<file path="src/rtl/icache_line_ctrl.sv">
// Direct-mapped read-only I-cache: hit responds 3 cycles after s_read, miss refills one line by a W-beat burst.
// CPU is held on s_waitrequest until RESP; memory command stalls via m_waitrequest, beats via m_readdatavalid.
module icache_line_ctrl #(
    parameter int log_of_number_of_sets = 2,
    parameter int bits_for_offset       = 3
) (
    input  logic        clk,
    input  logic        reset_n,
    input  logic [31:0] s_address,
    input  logic        s_read,
    output logic        s_waitrequest,
    output logic [31:0] s_readdata,
    input  logic        invalidate,
    output logic [31:0] m_address,
    output logic        m_read,
    output logic [7:0]  m_burstcount,
    input  logic        m_waitrequest,
    input  logic [31:0] m_readdata,
    input  logic        m_readdatavalid
);
    localparam int SETS   = 1 << log_of_number_of_sets;
    localparam int WORDS  = 1 << (bits_for_offset - 2);
    localparam int TAG_W  = 32 - bits_for_offset - log_of_number_of_sets;
    localparam int BEAT_W = (bits_for_offset > 3) ? bits_for_offset - 2 : 1;

    typedef enum logic [2:0] {
        IDLE,
        LOOKUP,
        MISS_REQ,
        MISS_FILL,
        RESP
    } state_e;

    state_e                    state_q, state_d;
    logic [31:0]               addr_q, addr_d;
    logic [SETS-1:0]           valid_q, valid_d;
    logic                      pend_q, pend_d;
    logic [BEAT_W-1:0]         beat_q, beat_d;
    logic                      m_read_q, m_read_d;
    logic [31:0]               m_address_q, m_address_d;
    logic [7:0]                m_burstcount_q, m_burstcount_d;
    logic [31:0]               s_readdata_q, s_readdata_d;
    logic [WORDS-1:0][31:0]    data_q [SETS];
    logic [WORDS-1:0][31:0]    data_d [SETS];
    logic [TAG_W-1:0]          tag_q  [SETS];
    logic [TAG_W-1:0]          tag_d  [SETS];

    logic [log_of_number_of_sets-1:0] idx;
    logic [TAG_W-1:0]                 addr_tag;
    logic [BEAT_W-1:0]                word_off;
    logic                             hit;
    logic                             last_beat;

    always_comb begin
        idx       = addr_q[bits_for_offset +: log_of_number_of_sets];
        addr_tag  = addr_q[31 -: TAG_W];
        word_off  = (WORDS > 1) ? BEAT_W'(addr_q >> 2) : '0;
        hit       = valid_q[idx] && (tag_q[idx] == addr_tag);
        last_beat = (beat_q == BEAT_W'(WORDS - 1));
    end

    always_comb begin
        state_d        = state_q;
        addr_d         = addr_q;
        valid_d        = valid_q;
        pend_d         = pend_q;
        beat_d         = beat_q;
        m_read_d       = m_read_q;
        m_address_d    = m_address_q;
        m_burstcount_d = m_burstcount_q;
        s_readdata_d   = s_readdata_q;
        data_d         = data_q;
        tag_d          = tag_q;

        case (state_q)
            IDLE: begin
                if (pend_q || invalidate) begin
                    valid_d = '0;
                    pend_d  = 1'b0;
                end
                if (s_read) begin
                    addr_d  = s_address;
                    state_d = LOOKUP;
                end
            end
            LOOKUP: begin
                if (invalidate) pend_d = 1'b1;
                if (hit) begin
                    s_readdata_d = data_q[idx][word_off];
                    state_d      = RESP;
                end else begin
                    valid_d[idx]   = 1'b0;
                    beat_d         = '0;
                    m_read_d       = 1'b1;
                    m_address_d    = {addr_q[31:bits_for_offset], {bits_for_offset{1'b0}}};
                    m_burstcount_d = 8'(WORDS);
                    state_d        = MISS_REQ;
                end
            end
            MISS_REQ: begin
                if (invalidate) pend_d = 1'b1;
                if (!m_waitrequest) begin
                    m_read_d       = 1'b0;
                    m_burstcount_d = 8'd0;
                    state_d        = MISS_FILL;
                end
            end
            MISS_FILL: begin
                if (invalidate) pend_d = 1'b1;
                if (m_readdatavalid) begin
                    data_d[idx][beat_q] = m_readdata;
                    if (last_beat) begin
                        valid_d[idx] = 1'b1;
                        tag_d[idx]   = addr_tag;
                        // The requested word may be the beat arriving now, not yet in storage.
                        s_readdata_d = (word_off == beat_q) ? m_readdata : data_q[idx][word_off];
                        state_d      = RESP;
                    end else begin
                        beat_d = beat_q + 1'b1;
                    end
                end
            end
            RESP: begin
                if (invalidate) valid_d = '0;
                state_d = IDLE;
            end
            default: state_d = IDLE;
        endcase
    end

    always_ff @(posedge clk) begin
        if (!reset_n) begin
            state_q        <= IDLE;
            addr_q         <= '0;
            valid_q        <= '0;
            pend_q         <= 1'b0;
            beat_q         <= '0;
            m_read_q       <= 1'b0;
            m_address_q    <= '0;
            m_burstcount_q <= '0;
            s_readdata_q   <= '0;
        end else begin
            state_q        <= state_d;
            addr_q         <= addr_d;
            valid_q        <= valid_d;
            pend_q         <= pend_d;
            beat_q         <= beat_d;
            m_read_q       <= m_read_d;
            m_address_q    <= m_address_d;
            m_burstcount_q <= m_burstcount_d;
            s_readdata_q   <= s_readdata_d;
        end
    end

    // Line data and tags are qualified by valid_q, so they need no reset.
    always_ff @(posedge clk) begin
        data_q <= data_d;
        tag_q  <= tag_d;
    end

    assign s_waitrequest = (state_q != RESP);
    assign s_readdata    = s_readdata_q;
    assign m_read        = m_read_q;
    assign m_address     = m_address_q;
    assign m_burstcount  = m_burstcount_q;
endmodule

</file>
<file path="config.mk">
export PLATFORM = sky130hd
export DESIGN_NAME = icache_line_ctrl
export DESIGN_NICKNAME = d
export VERILOG_FILES = /design/src/rtl/icache_line_ctrl.sv
export SDC_FILE = /design/constraint.sdc
export NUM_CORES = 1
export LEC_CHECK = 0
export CAP_MARGIN = 10
export CELL_PAD_IN_SITES_DETAIL_PLACEMENT = 1
export CELL_PAD_IN_SITES_GLOBAL_PLACEMENT = 1
export CORE_ASPECT_RATIO = 0.75
export CORE_MARGIN = 1
export CORE_UTILIZATION = 53
export CTS_CLUSTER_DIAMETER = 200
export CTS_CLUSTER_SIZE = 12
export DETAILED_ROUTE_END_ITERATION = 12
export PLACE_DENSITY = 0.85
export SKIP_LAST_GASP = 1
export SLEW_MARGIN = 15
export SYNTH_ARGS = -nofsm -noshare
export SYNTH_HDL_FRONTEND = slang
export SYNTH_SLANG_ARGS = --single-unit
</file>
<file path="constraint.sdc">
create_clock -name clk -period 9.4 [get_ports clk]
set_clock_uncertainty 0.1 [all_clocks]
set_input_delay 1.88 -clock clk [delete_from_list [all_inputs] [get_ports clk]]
set_output_delay 1.88 -clock clk [all_outputs]
set_load 0.02 [all_outputs]
</file>
; Word level (Yosys, flattened, before mapping)
; Index checks and enable logic that the tools add are counted.
[word_totals]
ff_bits = 475
latchBits = 0
mem_bits_rw = 0
rom_bits = 0
out_inout_bits = 74
n_memories = 0
[op_classes]
addsub = 1
n_mul = 0
n_div = 0
order_cmp = 7
n_eq_ne = 16
shift = 0
muxes = 50
n_bitwise = 5
reduce_logical = 21
[op_table]
columns = op, n
row1 = $bwmux 256, 1
row2 = $mux 32, 7
row3 = $mux 64, 3
row4 = $bmux 64 s2, 1
row5 = $demux 64 s2, 1
row6 = $bwmux 108, 1
row7 = $mux 27, 3
row8 = $pmux 32 s2, 1
row9 = $bmux 27 s2, 1
row10 = $demux 27 s2, 1
row11 = $demux 32 s1, 1
row12 = $eq 27x27->1, 1
row13 = $mux 4, 5
row14 = $mux 8, 2
row15 = $ne 2x2->1 const B, 8
row16 = $pmux 4 s4, 1
row17 = $pmux 8 s2, 1
row18 = $mux 3, 5
row19 = $pmux 3 s4, 1
row20 = $reduce_and 3->1, 4
row21 = $mux 1, 9
row22 = $reduce_and 4->1, 2
row23 = $eq 3x2->1 const B, 2
row24 = $pmux 1 s2, 3
row25 = other kinds (27), 35

; Depth between registers and ports, before layout
; Gate-level depths: netlist of the first run.
[logic_depth]
word_depth = 10
depth_mapped = 13

; Least setup slack after synthesis of the first run
; OpenSTA, ideal clock, no wires.
[synth_timing]
path_type = input to register
start = input m_readdatavalid
end = register data_q[224] (netlist bit), enable pin
setup_time_ns = 0.461
arrival_time_ns = 4.644
t_required_ns = 8.839
slack_ns = 4.195
cell_stages = 3
path_buffers = 1
path_cell_list = buf_1 -> nand4_1 -> nor3_1
[synth_between]
elab_chain_len = 1
[synth_rtl]
columns = element, line_no
row1 = "start, declared", 19  ; input logic m_readdatavalid
row2 = $reduce_and 2->1 (no source line), -
row3 = "end signal, assigned", 157  ; data_q <= data_d;
row4 = "end, declared", 43  ; logic [WORDS-1:0][31:0] data_q [SETS];
; No other way between the ends.
; A chain may end at the register's enable or synchronous reset.

; Final worst setup path of the first run
[layout_timing]
start = input m_readdatavalid
end = register data_q[237] (netlist bit), enable pin
; The elaborated chain is that of the path after synthesis.

==> results of run 1 <==
state kept, by name (all words and copies together) (netlist names):
| register | count |
|---|---|
| m_burstcount | 1 |
| pend_q | 1 |
| state_q | 3 |
| data_q | 256 |
| valid_q | 4 |
| addr_q | 30 |
| tag_q | 108 |
| beat_q | 1 |
| s_readdata | 32 |
| m_address | 29 |
final timing paths:
path	end	slack (ps)
worst max-delay path	data_q[237]$_DFFE_PP_	4690
worst min-delay path	m_address[29]$_SDFFE_PN0P_	360
worst max register to register	s_readdata[2]$_SDFFE_PN0P_	4980
worst min register to register	m_address[29]$_SDFFE_PN0P_	360
routing by layer:
| metal | global-route usage | vias to the layer above | routed length, um |
|---|---|---|---|
| met5 | 0 | - | 13 |
| met4 | 0.0887 | 2 | 1210 |
| li1 | - | 4561 | - |
| met3 | 0.0391 | 82 | 2150 |
| met2 | 0.436 | 317 | 22800 |
| met1 | 0.338 | 5415 | 18200 |
worst min-delay path, cell delays in order (launching register included):
cell	delay (ps)
dfxtp_1	310
nand2_1	50
mux2i_1	50
report_power, final:
| part | internal (mW) | total (mW) | switching (mW) |
|---|---|---|---|
| logic | 0.126 | 0.281 | 0.155 |
| registers | 2.23 | 2.27 | 0.0376 |
| clock network | 0.915 | 1.64 | 0.728 |
| total | 3.27 | 4.19 | 0.920 |
metrics by stage:
step	total power, mW	util	worst slack (ps)
after floorplan	2.48	-	4190
after global placement	2.58	0.595	4330
after detailed placement	2.59	0.595	4190
after CTS	4.22	0.633	4710
after global routing	4.31	0.633	4570
final	4.19	0.633	4690
cells by family after synthesis:
logic type,after synthesis,synth area share
other cells,1,0.000204
mux,195,0.162
buf+inv,90,0.0250
simple gates,272,0.0611
flops,465,0.703
xor+xnor,31,0.0147
compound gates,99,0.0342
final cells by class:
cell class | count | area (um2) | share of cell area
multi-input combinational | 607 | 5140 | 0.239
sequential | 465 | 13000 | 0.604
timing repair buffer | 152 | 1470 | 0.0684
tap | 450 | 563 | 0.0262
inverter | 7 | 26.3 | 0.00122
clock buffer | 79 | 1270 | 0.0594
antenna | 2 | 5.00 | 0.000233
clock inverter | 2 | 21.3 | 0.000991
layout by cell type, fill, tap and decap left out, types with 32 or more instances in the layout:
master           netlist  layout
edfxtp_1             364     364
o21ai_0               42      42
a21boi_0              32      32
mux4_2                82      82
clkbuf_16              0      46
mux2i_1              111     111
clkbuf_1              45      33
dfxtp_1              101      98
clkdlybuf4s50_1        0     130
nand2_1              223     223
==> results_dict.tcl, run 1 <==
set metrics [dict create \
    outcome "finished, final reports clean" \
    grtUsageTotal 0.256 \
    hp-start "m_address[29]$_SDFFE_PN0P_" \
    yosysSeqAreaShare 0.703 \
    r2r_start "addr_q[3]$_SDFFE_PN0P_" \
    placed_cells 1681 \
    clkTransAtPathRegs_ps 60 \
    cts_tree "yes" \
    finalSetupTns_ps 0 \
    htree_levels 2 \
    cts_hold_buf 0 \
    die_h_um 163 \
    fp.coreArea_mm2 0.0339 \
    netlist-cell-type-count 46 \
    hold_class "reg2reg" \
    layout.nets 1347 \
    max_freq_ghz 0.213 \
    grt_max_degree 88 \
    grt_pass1_vias 11400 \
    hpwlAfterDp_um 26400 \
    maxCapViolations 0 \
    cts_setup_buffers 0 \
    vias_per_cell 5.88 \
    min_delay_path_depth 2 \
    ys_seq_elements 465 \
    relSlewSlack 0.338 \
    routed_wl_um 44400 \
    cts_buffer_depth 3 \
    yosysTopAreaCell "edfxtp_1" \
    cts_num_sinks 465 \
    tightestPinTransition_ps 992 \
    fin_hold_ws_ps 356 \
    setup_viol 0 \
    startpoint "m_readdatavalid" \
    crit_type "in2reg" \
    yosys_warnings 0 \
    end_kind "flop" \
    critPathMaxFanout 24 \
    r2r_cells 9 \
    via_count 10400 \
    die_x_um 217 \
    ant_nets 0 \
    drt_pass1_iterations 5 \
    slowest_stage "nor3_2" \
    path_buf_inv 2 \
    netlist_instances 1153 \
    synth_common_cells "364 x edfxtp_1, 223 x nand2_1, 111 x mux2i_1, 101 x dfxtp_1, 82 x mux4_2" \
    numPortBuffers 131 \
    drt-initial-drc-count 940 \
    powerDensity_mw_per_mm2 195 \
    synth-edff-count 364 \
    design_area_mm2 0.0215 \
    finalMaxSlewViolations 0 \
    start_kind "primary input" \
    arrival_ps 4800 \
    p_leak_nw 6.95 \
    synth_area_mm2 0.0184 \
    synthFlopType "edfxtp_1" \
    crit_cells 4 \
    synth.top_cells.by_area "edfxtp_1 59%, dfxtp_1 11%, mux4_2 10%, mux2i_1 6.0%, nand2_1 4.5%" \
    drc_errors 0 \
    cp_data_required_time_ps 9500 \
    cp_top_family "simple AND/OR/NAND/NOR gates" \
    ios 144 \
    slowest_delay_ps 950 \
    vdd_drop_max_uv 164 \
    cts_buffers 44 \
    stdcell_count 1764 \
    clk_latency_ps 550 \
    drive_gt1_frac 0.136 \
    cts-resized-gates 0 \
    die_area_mm2 0.0355 \
    wl_per_cell_um 25.1 \
    gp_congestion 0.751 \
    grt_overflow 0 \
    rsz0062_at_grt "no" \
    avgSynthCellArea_um2 16.0 \
    min_period_ps 4710 \
    place_area_mm2 0.0202 \
    ys_async_sr_fraction 0 \
    min_period_over_period 0.501 \
    start_util 0.544 \
    syn_to_final_growth_pct 16.4 \
    row_count 58 \
    cp_cell_sequence "clkdlybuf4s50_1 -> nand4_1 -> nor3_2 -> buf_4" \
    grt_pass1_wl_um 67400 \
    antenna_found_initial 2 \
    synth_most_common_cell "edfxtp_1" \
    fillers 3003 \
    synth.top_cell.area_share 0.593 \
    hold_viol_final 0 \
    cts_root_buffer "clkbuf_16" \
]
Power figures use the tool's default switching activity.
==> inputs of run 2 (changes only) <==
--- a/config.mk
+++ b/config.mk
@@ -10,11 +10,11 @@
 export CELL_PAD_IN_SITES_GLOBAL_PLACEMENT = 1
 export CORE_ASPECT_RATIO = 0.75
 export CORE_MARGIN = 1
-export CORE_UTILIZATION = 53
+export CORE_UTILIZATION = 45
 export CTS_CLUSTER_DIAMETER = 200
 export CTS_CLUSTER_SIZE = 12
 export DETAILED_ROUTE_END_ITERATION = 12
-export PLACE_DENSITY = 0.85
+export PLACE_DENSITY = 0.77
 export SKIP_LAST_GASP = 1
 export SLEW_MARGIN = 15
 export SYNTH_ARGS = -nofsm -noshare
==> constraint.sdc (replaced) <==
create_clock -name clk -period 4 [get_ports clk]
set_clock_uncertainty 0.1 [all_clocks]
set_input_delay 0.8 -clock clk [delete_from_list [all_inputs] [get_ports clk]]
set_output_delay 0.8 -clock clk [all_outputs]
set_load 0.02 [all_outputs]
==> results_dict.tcl, run 2 (same netlist as run 1, synthesis figures left out) <==
set metrics [dict create \
    outcome "finished, final reports clean" \
    dp_slack_ps 751 \
    die_area_mm2 0.0418 \
    end_kind "flop" \
    cts_tree "yes" \
    relSlewSlack 0.450 \
    cts_buffer_depth 3 \
    layout_commonest_cell "edfxtp_1" \
    syn_to_final_growth_pct 17.9 \
    drive_gt1_frac 0.140 \
    critPathMaxFanout 33 \
    clk_latency_ps 570 \
    hp-start "m_address[17]$_SDFFE_PN0P_" \
    drt-initial-drc-count 739 \
    p_leak_nw 7.02 \
    setup_ws_ps 708 \
    gp_congestion 0.750 \
    die_x_um 236 \
    row_count 63 \
    r2r_start "addr_q[3]$_SDFFE_PN0P_" \
    grt_pass1_wl_um 66400 \
    grtUsageTotal 0.212 \
    htree_levels 2 \
    hold_viol_final 0 \
    cts_setup_buffers 0 \
    die_h_um 177 \
    largest_reg_flops 256 \
    antenna_found_initial 4 \
    hold_class "reg2reg" \
    r2r_cells 9 \
    routed_wl_um 43500 \
    min_period_ps 3290 \
    cts_hold_buf 0 \
    drc_errors 0 \
    layout_common_cells "364 x edfxtp_1, 223 x nand2_1, 130 x clkdlybuf4s50_1" \
    tightestPinTransition_ps 825 \
    fillers 3717 \
    crit_type "reg2reg" \
    cts_buffers 44 \
    grt_pass1_vias 10900 \
    grt_overflow 0 \
    setup_viol 0 \
    min_delay_path_depth 2 \
    vias_per_cell 5.51 \
    layout.nets 1354 \
    vdd_drop_max_uv 322 \
    hold_path_end "m_address[17]$_SDFFE_PN0P_" \
    rsz0062_at_grt "no" \
    clkTransAtPathRegs_ps 60 \
    numPortBuffers 131 \
    r2r_end "s_readdata[11]$_SDFFE_PN0P_" \
    max_freq_ghz 0.304 \
    arrival_ps 3680 \
    r2r_setup_slack_ps 710 \
    finalMaxSlewViolations 0 \
    cts-resized-gates 0 \
    min_period_over_period 0.823 \
    powerDensity_mw_per_mm2 455 \
    via_count 10200 \
    start_kind "flop" \
    cp_data_required_time_ps 4390 \
    cts_num_sinks 465 \
    regMostFlops "data_q" \
    ios 144 \
    ant_nets 0 \
    cts_root_buffer "clkbuf_16" \
    p_total_mw 9.89 \
    fp.coreArea_mm2 0.0400 \
    maxCapViolations 0 \
    wl_per_cell_um 23.6 \
    hpwlAfterDp_um 25400 \
    finalSetupTns_ps 0 \
    drt_pass1_iterations 4 \
    start_util 0.461 \
    grt_max_degree 113 \
]
[run 2: area by class of cell]
type	count	area [um2]	area share
Antenna cell	3	7.51	0.000346
Clock inverter	3	51.3	0.00236
Inverter	7	26.3	0.00121
Tap cell	520	651	0.0300
Timing Repair Buffer	159	1630	0.0751
Clock buffer	79	1250	0.0577
Sequential cell	465	13000	0.597
Multi-Input combinational cell	607	5140	0.236
[run 2: power breakdown]
part           internal, mW  total (mW)  switching (mW)
logic                 0.305       0.673           0.368
registers              5.25        5.32          0.0785
clock network          2.13        3.89            1.77
total                  7.68        9.89            2.21
[run 2: worst max-delay path by stage]
stage	from	endpoint	slack, ps	cells past startpoint
global placement	addr_q[3]$_SDFFE_PN0P_	m_burstcount[1]$_SDFFE_PN0P_	820	9
finish	addr_q[3]$_SDFFE_PN0P_	s_readdata[11]$_SDFFE_PN0P_	710	9
floorplan	addr_q[3]$_SDFFE_PN0P_	data_q[192]$_DFFE_PP_	-350	8
detailed placement	addr_q[3]$_SDFFE_PN0P_	s_readdata[20]$_SDFFE_PN0P_	750	9
CTS	addr_q[3]$_SDFFE_PN0P_	beat_q$_SDFFE_PN0P_	700	9
global route	addr_q[3]$_SDFFE_PN0P_	s_readdata[11]$_SDFFE_PN0P_	530	9
[run 2: critical path, stage by stage (launching register included)]
cell       delay [ps]
dfxtp_4           550
buf_12            240
mux2_2            370
a21o_1            200
a2111oi_2         590
nand4b_1          240
nor4_4            330
a21boi_4          110
buf_12            180
mux2i_1           230
[run 2: layer usage]
metal | GRT usage | vias to the layer above | part of all wire
li1 | - | 4555 | -
met1 | 0.294 | 5342 | 0.45
met2 | 0.347 | 201 | 0.49
met3 | 0.0332 | 52 | 0.039
met4 | 0.0629 | 2 | 0.018
met5 | 0 | - | 0.00030
[run 2: through the flow]
| stage | hold slack, ps | util | cells | cell area (um2) |
|---|---|---|---|---|
| after floorplan | 344 | - | 1162 | 18500 |
| after global placement | 343 | 0.511 | 1758 | 20400 |
| after detailed placement | 351 | 0.511 | 1758 | 20400 |
| after CTS | 364 | 0.543 | 1840 | 21700 |
| after global routing | 384 | 0.543 | 1843 | 21700 |
| final | 360 | 0.543 | 1843 | 21700 |
